**src/rtl/id_ex_stage_if.sv**
```systemverilog
// ID/EX stage bundle: ID slot fields, forwarding sources and control in, EX slot fields out.
interface id_ex_stage_if #(
  parameter int unsigned WIDTH  = 32,
  parameter int unsigned CTRL_W = 8,
  parameter int unsigned CNT_W  = 16
);
  localparam int unsigned RW = 5;

  logic              id_valid;
  logic [RW-1:0]     id_ra0;
  logic [RW-1:0]     id_ra1;
  logic              id_use0;
  logic              id_use1;
  logic [WIDTH-1:0]  id_rd0;
  logic [WIDTH-1:0]  id_rd1;
  logic [WIDTH-1:0]  id_imm;
  logic [RW-1:0]     id_wa;
  logic              id_regwrite;
  logic              id_memread;
  logic [CTRL_W-1:0] id_ctrl;
  logic [WIDTH-1:0]  ex_result;
  logic [RW-1:0]     mem_wa;
  logic              mem_we;
  logic [WIDTH-1:0]  mem_wd;
  logic              flush;
  logic              ex_hold;
  logic              stall_id;
  logic              ex_valid;
  logic [WIDTH-1:0]  ex_a;
  logic [WIDTH-1:0]  ex_b;
  logic [WIDTH-1:0]  ex_imm;
  logic [RW-1:0]     ex_wa;
  logic              ex_regwrite;
  logic              ex_memread;
  logic [CTRL_W-1:0] ex_ctrl;
  logic [CNT_W-1:0]  bubble_cnt;

  modport master (
    output id_valid, id_ra0, id_ra1, id_use0, id_use1, id_rd0, id_rd1, id_imm,
           id_wa, id_regwrite, id_memread, id_ctrl, ex_result, mem_wa, mem_we,
           mem_wd, flush, ex_hold,
    input  stall_id, ex_valid, ex_a, ex_b, ex_imm, ex_wa, ex_regwrite,
           ex_memread, ex_ctrl, bubble_cnt
  );

  modport slave (
    input  id_valid, id_ra0, id_ra1, id_use0, id_use1, id_rd0, id_rd1, id_imm,
           id_wa, id_regwrite, id_memread, id_ctrl, ex_result, mem_wa, mem_we,
           mem_wd, flush, ex_hold,
    output stall_id, ex_valid, ex_a, ex_b, ex_imm, ex_wa, ex_regwrite,
           ex_memread, ex_ctrl, bubble_cnt
  );
endinterface

```
**src/rtl/id_ex_stage.sv**
```systemverilog
// Decode-to-execute pipeline register with EX/MEM operand forwarding,
// load-use bubble insertion, flush and downstream hold.
module id_ex_stage #(
  parameter int unsigned WIDTH  = 32,
  parameter int unsigned CTRL_W = 8,
  parameter int unsigned CNT_W  = 16
) (
  input  logic          clk,
  input  logic          rst,
  id_ex_stage_if.slave  bus
);
  localparam int unsigned RW = 5;

  logic              ex_valid_q;
  logic [WIDTH-1:0]  ex_a_q;
  logic [WIDTH-1:0]  ex_b_q;
  logic [WIDTH-1:0]  ex_imm_q;
  logic [RW-1:0]     ex_wa_q;
  logic              ex_regwrite_q;
  logic              ex_memread_q;
  logic [CTRL_W-1:0] ex_ctrl_q;
  logic [CNT_W-1:0]  bubble_cnt_q;

  logic              ex_fwd_ok;
  logic              mem_fwd_ok;
  logic              hz;
  logic [WIDTH-1:0]  fwd_a;
  logic [WIDTH-1:0]  fwd_b;

  // EX beats MEM: the instruction in EX is the younger producer; a load in EX has no data yet.
  function automatic logic [WIDTH-1:0] fwd_sel(
    input logic [RW-1:0]    ra,
    input logic [WIDTH-1:0] rd,
    input logic             ex_ok,
    input logic [RW-1:0]    ex_wa,
    input logic [WIDTH-1:0] ex_res,
    input logic             mem_ok,
    input logic [RW-1:0]    mem_wa,
    input logic [WIDTH-1:0] mem_wd
  );
    if (ex_ok && (ex_wa == ra))        return ex_res;
    else if (mem_ok && (mem_wa == ra)) return mem_wd;
    else                               return rd;
  endfunction

  always_comb begin
    ex_fwd_ok  = ex_valid_q & ex_regwrite_q & ~ex_memread_q & (ex_wa_q != '0);
    mem_fwd_ok = bus.mem_we & (bus.mem_wa != '0);
    hz = ex_valid_q & ex_memread_q & ex_regwrite_q & (ex_wa_q != '0) & bus.id_valid &
         ((bus.id_use0 & (bus.id_ra0 == ex_wa_q)) | (bus.id_use1 & (bus.id_ra1 == ex_wa_q)));
    fwd_a = fwd_sel(bus.id_ra0, bus.id_rd0, ex_fwd_ok, ex_wa_q, bus.ex_result,
                    mem_fwd_ok, bus.mem_wa, bus.mem_wd);
    fwd_b = fwd_sel(bus.id_ra1, bus.id_rd1, ex_fwd_ok, ex_wa_q, bus.ex_result,
                    mem_fwd_ok, bus.mem_wa, bus.mem_wd);
  end

  assign bus.stall_id = bus.ex_hold | (hz & ~bus.flush);

  // Update priority: reset, hold, flush, hazard, capture, otherwise bubble.
  always_ff @(posedge clk) begin
    if (rst) begin
      ex_valid_q    <= 1'b0;
      ex_a_q        <= '0;
      ex_b_q        <= '0;
      ex_imm_q      <= '0;
      ex_wa_q       <= '0;
      ex_regwrite_q <= 1'b0;
      ex_memread_q  <= 1'b0;
      ex_ctrl_q     <= '0;
      bubble_cnt_q  <= '0;
    end else if (bus.ex_hold) begin
      ex_valid_q    <= ex_valid_q;
    end else if (!bus.flush && !hz && bus.id_valid) begin
      ex_valid_q    <= 1'b1;
      ex_a_q        <= fwd_a;
      ex_b_q        <= fwd_b;
      ex_imm_q      <= bus.id_imm;
      ex_wa_q       <= bus.id_wa;
      ex_regwrite_q <= bus.id_regwrite;
      ex_memread_q  <= bus.id_memread;
      ex_ctrl_q     <= bus.id_ctrl;
    end else begin
      ex_valid_q    <= 1'b0;
      ex_a_q        <= '0;
      ex_b_q        <= '0;
      ex_imm_q      <= '0;
      ex_wa_q       <= '0;
      ex_regwrite_q <= 1'b0;
      ex_memread_q  <= 1'b0;
      ex_ctrl_q     <= '0;
      if (!bus.flush && hz && (bubble_cnt_q != '1))
        bubble_cnt_q <= bubble_cnt_q + CNT_W'(1);
    end
  end

  assign bus.ex_valid    = ex_valid_q;
  assign bus.ex_a        = ex_a_q;
  assign bus.ex_b        = ex_b_q;
  assign bus.ex_imm      = ex_imm_q;
  assign bus.ex_wa       = ex_wa_q;
  assign bus.ex_regwrite = ex_regwrite_q;
  assign bus.ex_memread  = ex_memread_q;
  assign bus.ex_ctrl     = ex_ctrl_q;
  assign bus.bubble_cnt  = bubble_cnt_q;
endmodule

```
**src/flat_wrapper.sv**
```systemverilog
// flat-port wrapper written by rule: the top's interface ports become plain ports
module id_ex_stage_flat 
#(
  parameter int unsigned WIDTH  = 32,
  parameter int unsigned CTRL_W = 8,
  parameter int unsigned CNT_W  = 16
)
  (clk, rst, bus_id_valid, bus_id_ra0, bus_id_ra1, bus_id_use0, bus_id_use1, bus_id_rd0, bus_id_rd1, bus_id_imm, bus_id_wa, bus_id_regwrite, bus_id_memread, bus_id_ctrl, bus_ex_result, bus_mem_wa, bus_mem_we, bus_mem_wd, bus_flush, bus_ex_hold, bus_stall_id, bus_ex_valid, bus_ex_a, bus_ex_b, bus_ex_imm, bus_ex_wa, bus_ex_regwrite, bus_ex_memread, bus_ex_ctrl, bus_bubble_cnt);
  id_ex_stage_if #(.WIDTH(WIDTH), .CTRL_W(CTRL_W), .CNT_W(CNT_W)) bus_i ();
  input  logic clk;
  input  logic rst;
  input wire logic [$bits(bus_i.id_valid)-1:0] bus_id_valid;
  input wire logic [$bits(bus_i.id_ra0)-1:0] bus_id_ra0;
  input wire logic [$bits(bus_i.id_ra1)-1:0] bus_id_ra1;
  input wire logic [$bits(bus_i.id_use0)-1:0] bus_id_use0;
  input wire logic [$bits(bus_i.id_use1)-1:0] bus_id_use1;
  input wire logic [$bits(bus_i.id_rd0)-1:0] bus_id_rd0;
  input wire logic [$bits(bus_i.id_rd1)-1:0] bus_id_rd1;
  input wire logic [$bits(bus_i.id_imm)-1:0] bus_id_imm;
  input wire logic [$bits(bus_i.id_wa)-1:0] bus_id_wa;
  input wire logic [$bits(bus_i.id_regwrite)-1:0] bus_id_regwrite;
  input wire logic [$bits(bus_i.id_memread)-1:0] bus_id_memread;
  input wire logic [$bits(bus_i.id_ctrl)-1:0] bus_id_ctrl;
  input wire logic [$bits(bus_i.ex_result)-1:0] bus_ex_result;
  input wire logic [$bits(bus_i.mem_wa)-1:0] bus_mem_wa;
  input wire logic [$bits(bus_i.mem_we)-1:0] bus_mem_we;
  input wire logic [$bits(bus_i.mem_wd)-1:0] bus_mem_wd;
  input wire logic [$bits(bus_i.flush)-1:0] bus_flush;
  input wire logic [$bits(bus_i.ex_hold)-1:0] bus_ex_hold;
  output wire logic [$bits(bus_i.stall_id)-1:0] bus_stall_id;
  output wire logic [$bits(bus_i.ex_valid)-1:0] bus_ex_valid;
  output wire logic [$bits(bus_i.ex_a)-1:0] bus_ex_a;
  output wire logic [$bits(bus_i.ex_b)-1:0] bus_ex_b;
  output wire logic [$bits(bus_i.ex_imm)-1:0] bus_ex_imm;
  output wire logic [$bits(bus_i.ex_wa)-1:0] bus_ex_wa;
  output wire logic [$bits(bus_i.ex_regwrite)-1:0] bus_ex_regwrite;
  output wire logic [$bits(bus_i.ex_memread)-1:0] bus_ex_memread;
  output wire logic [$bits(bus_i.ex_ctrl)-1:0] bus_ex_ctrl;
  output wire logic [$bits(bus_i.bubble_cnt)-1:0] bus_bubble_cnt;
  assign bus_i.id_valid = bus_id_valid;
  assign bus_i.id_ra0 = bus_id_ra0;
  assign bus_i.id_ra1 = bus_id_ra1;
  assign bus_i.id_use0 = bus_id_use0;
  assign bus_i.id_use1 = bus_id_use1;
  assign bus_i.id_rd0 = bus_id_rd0;
  assign bus_i.id_rd1 = bus_id_rd1;
  assign bus_i.id_imm = bus_id_imm;
  assign bus_i.id_wa = bus_id_wa;
  assign bus_i.id_regwrite = bus_id_regwrite;
  assign bus_i.id_memread = bus_id_memread;
  assign bus_i.id_ctrl = bus_id_ctrl;
  assign bus_i.ex_result = bus_ex_result;
  assign bus_i.mem_wa = bus_mem_wa;
  assign bus_i.mem_we = bus_mem_we;
  assign bus_i.mem_wd = bus_mem_wd;
  assign bus_i.flush = bus_flush;
  assign bus_i.ex_hold = bus_ex_hold;
  assign bus_stall_id = bus_i.stall_id;
  assign bus_ex_valid = bus_i.ex_valid;
  assign bus_ex_a = bus_i.ex_a;
  assign bus_ex_b = bus_i.ex_b;
  assign bus_ex_imm = bus_i.ex_imm;
  assign bus_ex_wa = bus_i.ex_wa;
  assign bus_ex_regwrite = bus_i.ex_regwrite;
  assign bus_ex_memread = bus_i.ex_memread;
  assign bus_ex_ctrl = bus_i.ex_ctrl;
  assign bus_bubble_cnt = bus_i.bubble_cnt;
  id_ex_stage #(.WIDTH(WIDTH), .CTRL_W(CTRL_W), .CNT_W(CNT_W)) u_core (.clk(clk), .rst(rst), .bus(bus_i));
endmodule
```
**config.mk**
```make
export PLATFORM = sky130hd
export DESIGN_NAME = id_ex_stage_flat
export DESIGN_NICKNAME = d
export VERILOG_FILES = /design/src/rtl/id_ex_stage_if.sv /design/src/rtl/id_ex_stage.sv /design/src/flat_wrapper.sv
export SDC_FILE = /design/constraint.sdc
export NUM_CORES = 1
export LEC_CHECK = 0
export CORE_MARGIN = 1.5
export CORE_UTILIZATION = 35
export DETAILED_ROUTE_END_ITERATION = 8
export PLACE_DENSITY_LB_ADDON = 0.2
export SLEW_MARGIN = 20
export SYNTH_ARGS = -nofsm -noshare
export SYNTH_HDL_FRONTEND = slang
export SYNTH_SLANG_ARGS = --single-unit
```
**constraint.sdc**
```tcl
create_clock -name clk -period 2 [get_ports clk]
set_input_delay 0.4 -clock clk [delete_from_list [all_inputs] [get_ports clk]]
set_output_delay 0.4 -clock clk [all_outputs]
set_load 0.01 [all_outputs]
```
==> impl_metrics.toml, run 1 <==
[timing]
maxSlewHeadroom_pct = 56.5
grt_setup_unrepaired = "true"
timing.hold.ws_ps = 445
hold_viol = 0
fin_ws_ps = -355
fin_worst_skew_ps = 12.2
setup-violations-final = 121
max_freq_ghz = 0.425
drv_slew = 0
finalCritPeriodShare_pct = 118
tightest_slew_ps = 650
min_period_ps = 2350

[detailed_routing]
wl_per_cell_um = 19.9
vias = 6340
drc = 0
via_per_inst = 5.07
ant_nets = 0
postRouteWirelength_um = 24900
first_iter_violations = 297
firstDrtPassIters = 4

[logic_synthesis]
synth_cells = 599
synth_edf_count = 0
synth_cell_type_count = 36
synthFlopType = "dfxtp_1"
syn_area_um2 = 5940
synth.most_common_cell = "dfxtp_1"
synth.avg_cell_area_um2 = 9.92
synth_common_cells = "128 x dfxtp_1, 74 x nand2_1, 65 x mux2i_1"
yosys_warnings = 0
synth-seq-cells = 128
synth_area_leaders = "dfxtp_1 43%, mux2_2 12%, mux2i_1 11%"
yosys.area.top_type = "dfxtp_1"
yosysTopAreaCellShare_pct = 43.1
ys_seq_area_share_pct = 43.1
synthArstFlopShare_pct = 0
synthesis.nets = 798

[power]
ir_worst_vdd_mv = 0.588
leakage_nw = 4.89
power.density_nw_per_um2 = 590

[worst_hold_path]
hp-class = "reg2reg"
hold_depth = 2

[floorplanning]
dieWidth_um = 133
coreArea_um2 = 16600
initial_core_util_pct = 35.8
rows = 47
ios = 327
dieArea_um2 = 17800
fp.dieH_um = 133

[placed_design]
hpwl_um = 16100
dp_slack_ps = -1200
dpl.cell_count = 1180
gp_congestion = 0.814
place_area_um2 = 10000
io_buffers = 326

[layout]
fin_cells = 1250
final_area_um2 = 11700
nets = 1215
drive_above_1_share_pct = 29.1
fin_util_pct = 70.7
area_growth_pct = 97.3

[setup_path]
reg2regPathDepth = 9
r2r-end = "u_core.bus.ex_a[19]"
crit_end = "bus_stall_id"
startpoint_type = "flip-flop"
startpoint = "u_core.bus.ex_wa[2]"
reg2reg_slack_ps = -340
worst-endpoint-arrival_ps = 1950
crit_required_ps = 1600
crit_fanout = 2
endpoint_kind = "output pin"
criticalPathCategory = "reg2out"
r2r_start = "u_core.bus.ex_wa[2]"

[status]
violations = "negative setup slack"
status = "finished with violations"

[clock_tree]
numCtsBuffers = 17
path_clk_slew_ps = 60
root_buffer = "clkbuf_16"
cts_sinks = 128
h-tree-depth = 4
cts_tree = "done"
max-clock-path-buffers = 2
clk_latency_ps = 430

[global_routing]
antenna_found_initial = 1
globalRouteOverflowTotal = 0
grt_pass1_vias = 6391
grt_pass1_wl_um = 35300
grt_max_degree = 33
grt_usage_pct = 25.9

[flow_run]
drv_cap = 0
==> timing repair <==
item,CTS,global route
gates resized for setup,79,68
endpoints found under the setup margin,127,128
cloned,9,6
pin swaps,14,20
hold buffers,0,0
setup buffers,18,6
==> logic make-up (layout without fill, tap and decap cells) <==
logic type      Yosys count  count (layout)  synth area share, %
flops                   128             128                 43.1
compound gates          139             139                 15.4
mux                     131             131                 23.4
xor+xnor                 21              21                 3.09
fa+ha+maj                 1               1                0.210
buf+inv                  49             479                 4.38
simple gates            130             130                 10.4
other cells               0               1                    0
==> how the worst min path moves through the flow <==
stage                                    from                   to  slack (ps)
final                     u_core.bus.ex_b[12]  u_core.bus.ex_b[12]         450
after global routing      u_core.bus.ex_a[25]  u_core.bus.ex_a[25]         460
after CTS                 u_core.bus.ex_b[21]  u_core.bus.ex_b[21]         450
after detailed placement  u_core.bus.ex_b[21]  u_core.bus.ex_b[21]         440
after global placement    u_core.bus.ex_a[25]  u_core.bus.ex_a[25]         440
after floorplan            u_core.bus.ex_b[0]   u_core.bus.ex_b[0]         470
==> metal layers <==
metal / track usage, % / routed length [µm] / up-vias
li1: - / - / 3032
met1: 29.2 / 9820 / 3025
met2: 46.9 / 12900 / 252
met3: 6.93 / 1630 / 31
met4: 9.42 / 513 / 0
met5: 0 / 0 / -
==> where the power goes <==
group / internal (mW) / total [mW] / switching [mW] / leakage, nW
registers: 2.61 / 2.64 / 0.0340 / 1.04
logic: 0.713 / 1.10 / 0.390 / 3.57
clock network: 1.89 / 3.17 / 1.28 / 0.285
total: 5.21 / 6.91 / 1.71 / 4.89
==> sequential cells by signal, indices dropped and copies added (netlist names) <==
register                flops
u_core.bus.ex_b            32
u_core.bus.ex_imm          32
u_core.bus.ex_a            32
u_core.bus.ex_ctrl          8
u_core.bus.ex_regwrite      1
u_core.bus.bubble_cnt      16
u_core.bus.ex_memread       1
u_core.bus.ex_wa            5
u_core.bus.ex_valid         1
==> cells in the final DEF, fill, tap and decap left out, drive strengths merged, types with 2 or more instances in the layout <==
cell,count
a21oi,12
a22o,47
a31o,2
buf,107
bufinv,2
clkbuf,24
clkdlybuf4s50,310
clkinv,3
clkinvlp,3
dfxtp,128
dlygate4sd2,11
dlymetal6s2s,4
inv,15
mux2,66
mux2i,65
nand2,74
nand3,11
nand4,6
nor2,13
nor2b,2
nor3,4
nor4,5
o21ai,68
o31ai,7
or3,4
or4,8
xnor2,16
xor2,5
==> through the flow <==
step,setup TNS [ps],power [mW]
4_1_cts,-20090,6.89
3_3_place_gp,-89710,3.66
6_report,-26270,6.91
3_5_place_dp,-93790,3.66
5_1_grt,-33940,7.13
2_1_floorplan,-800,2.99
==> layout make-up <==
type,count,area [µm²]
Sequential cell,128,2570
Clock buffer,18,439
Clock inverter,14,154
Tap cell,220,275
Timing Repair Buffer,438,4670
Multi-Input combinational cell,422,3580
Fill cell,1259,4860
Antenna cell,1,2.50
Inverter,9,33.8
==> critical path, stage by stage, from the launching register on <==
cell and delay, ps:
dfxtp_2 320, or4_4 550, nor2_4 120, nor3b_2 70, o21a_4 120, a31o_4 220
buf_6 120
No activity file was read; power rests on OpenSTA's default activity.
==> run 2: changes to the inputs <==
--- a/config.mk
+++ b/config.mk
@@ -8,7 +8,7 @@
 export CORE_MARGIN = 1.5
 export CORE_UTILIZATION = 35
 export DETAILED_ROUTE_END_ITERATION = 8
-export PLACE_DENSITY_LB_ADDON = 0.2
+export PLACE_DENSITY = 0.86
 export SLEW_MARGIN = 20
 export SYNTH_ARGS = -nofsm -noshare
 export SYNTH_HDL_FRONTEND = slang
==> run 2 against run 1 <==
The flow still finishes with violations (negative setup slack). Clock power is 2% lower. Via count is 6.6% higher. Sequential cell count unchanged. Design area rose by 1.8%. Non-clock buffer count increased by 6. Critical path type unchanged. Clock-buffer cell count did not move. Utilization increased by 1.3 points. Sequential power about the same. Combinational power grew 6%. Cell count grew 0.72%. First-iteration DRC count grew 19%.
==> impl_metrics.toml, run 2 (synthesis gave the netlist of run 1 again) <==
[status]
violations = "negative setup slack"
status = "finished with violations"

[detailed_routing]
first_iter_violations = 353
via_per_inst = 5.37
ant_nets = 0
postRouteWirelength_um = 27900
drc = 0
firstDrtPassIters = 5
wl_per_cell_um = 22.2
vias = 6758

[placed_design]
dp_slack_ps = -712
gp_congestion = 0.916
place_area_um2 = 9950
hpwl_um = 17000
dpl.cell_count = 1174
io_buffers = 326

[clock_tree]
path_clk_slew_ps = 60
h-tree-depth = 4
root_buffer = "clkbuf_16"
cts_tree = "done"
max-clock-path-buffers = 2
numCtsBuffers = 17
cts_sinks = 128
cts.hold.buffers_added = 0
clk_latency_ps = 420

[timing]
maxSlewHeadroom_pct = 61.0
timing.hold.ws_ps = 445
tightest_slew_ps = 584
max_freq_ghz = 0.420
setup-violations-final = 124
finalCritPeriodShare_pct = 119
fin_ws_ps = -381
drv_slew = 0
fin_worst_skew_ps = 10.3
min_period_ps = 2380
grt_setup_unrepaired = "true"
hold_viol = 0

[power]
ir_worst_vdd_mv = 0.618
power.density_nw_per_um2 = 580
leakage_nw = 4.91

[floorplanning]
ios = 327
initial_core_util_pct = 35.8
dieWidth_um = 133
coreArea_um2 = 16600
fp.dieH_um = 133
dieArea_um2 = 17800
rows = 47

[setup_path]
startpoint = "u_core.bus.ex_wa[2]"
reg2reg_slack_ps = -330
r2r_start = "u_core.bus.ex_wa[2]"
startpoint_type = "flip-flop"
crit_end = "bus_stall_id"
crit_chain = "or4_4 > nor2_4 > nor3b_4 > o21a_4 > a31o_4 > buf_6"
slowest_delay_ps = 530
endpoint_kind = "output pin"
crit_fanout = 2
r2r-end = "u_core.bus.ex_b[4]"
reg2regPathDepth = 9
crit_required_ps = 1600
criticalPathCategory = "reg2out"
worst-endpoint-arrival_ps = 1980
slowest_stage = "or4_4"

[layout]
drive_above_1_share_pct = 32.6
area_growth_pct = 101
fin_util_pct = 72.0
fin_cells = 1259
final_area_um2 = 11900
final_common_cell = "clkdlybuf4s50_1"
nets = 1221
final_cell_mix = "308 x clkdlybuf4s50_1, 123 x dfxtp_1, 73 x buf_4"

[worst_hold_path]
hp-class = "reg2reg"

[global_routing]
globalRouteOverflowTotal = 0
grt_pass1_wl_um = 39700
grt_max_degree = 44
grt_pass1_vias = 7114
grt_usage_pct = 29.5
antenna_found_initial = 4

[flow_run]
drv_cap = 0
## run 2: stage by stage
step	TNS, ps	power (mW)
2_1_floorplan	-800	2.99
3_5_place_dp	-64660	3.66
4_1_cts	-33730	6.88
6_report	-26960	6.92
5_1_grt	-32930	7.15
3_3_place_gp	-60830	3.64
## run 2: layout make-up
| type | instances | area, µm² |
|---|---|---|
| clock buffers | 18 | 429 |
| clock inverters | 14 | 156 |
| flip-flops and latches | 128 | 2570 |
| diodes | 4 | 10.0 |
| well taps | 220 | 275 |
| repair buffers | 444 | 4660 |
| fillers | 1115 | 4640 |
| multi-input cells | 422 | 3810 |
| inverters | 9 | 33.8 |
## run 2: layer usage
layer	track usage [%]	vias up	wire (µm)
li1	-	3034	-
met1	31.9	3222	10500
met2	52.2	411	13800
met3	8.30	91	2160
met4	15.8	0	1450
met5	0	-	0
## run 2: how the worst min path moves through the flow
| stage | to | cells after the start | start | slack (ps) |
|---|---|---|---|---|
| after detailed placement | u_core.bus.ex_b[4] | 2 | u_core.bus.ex_b[4] | 440 |
| after floorplan | u_core.bus.ex_b[0] | 2 | u_core.bus.ex_b[0] | 470 |
| after global routing | u_core.bus.ex_a[0] | 2 | u_core.bus.ex_a[0] | 460 |
| after CTS | u_core.bus.ex_b[4] | 2 | u_core.bus.ex_b[4] | 440 |
| final | u_core.bus.ex_a[0] | 2 | u_core.bus.ex_a[0] | 440 |
| after global placement | u_core.bus.ex_a[5] | 2 | u_core.bus.ex_a[5] | 430 |
## run 2: timing repair
item                       CTS  global route
gates cloned                18             2
resized for setup          123            91
setup endpoints to repair  122           128
pin swaps                   80            45
buffers inserted            34             7
## run 2: critical path: cells and delay by family, from the launching register on
| family | cells | cell delay (ps) |
|---|---|---|
| compound gates | 2 | 370 |
| buf+inv | 1 | 120 |
| flops | 1 | 340 |
| simple gates | 3 | 750 |
## run 2: power breakdown
group,leakage (nW),switching [mW],internal (mW),total [mW]
Sequential,1.04,0.0382,2.61,2.64
Combinational,3.60,0.445,0.723,1.17
Clock,0.274,1.26,1.85,3.11
Total,4.91,1.74,5.18,6.92
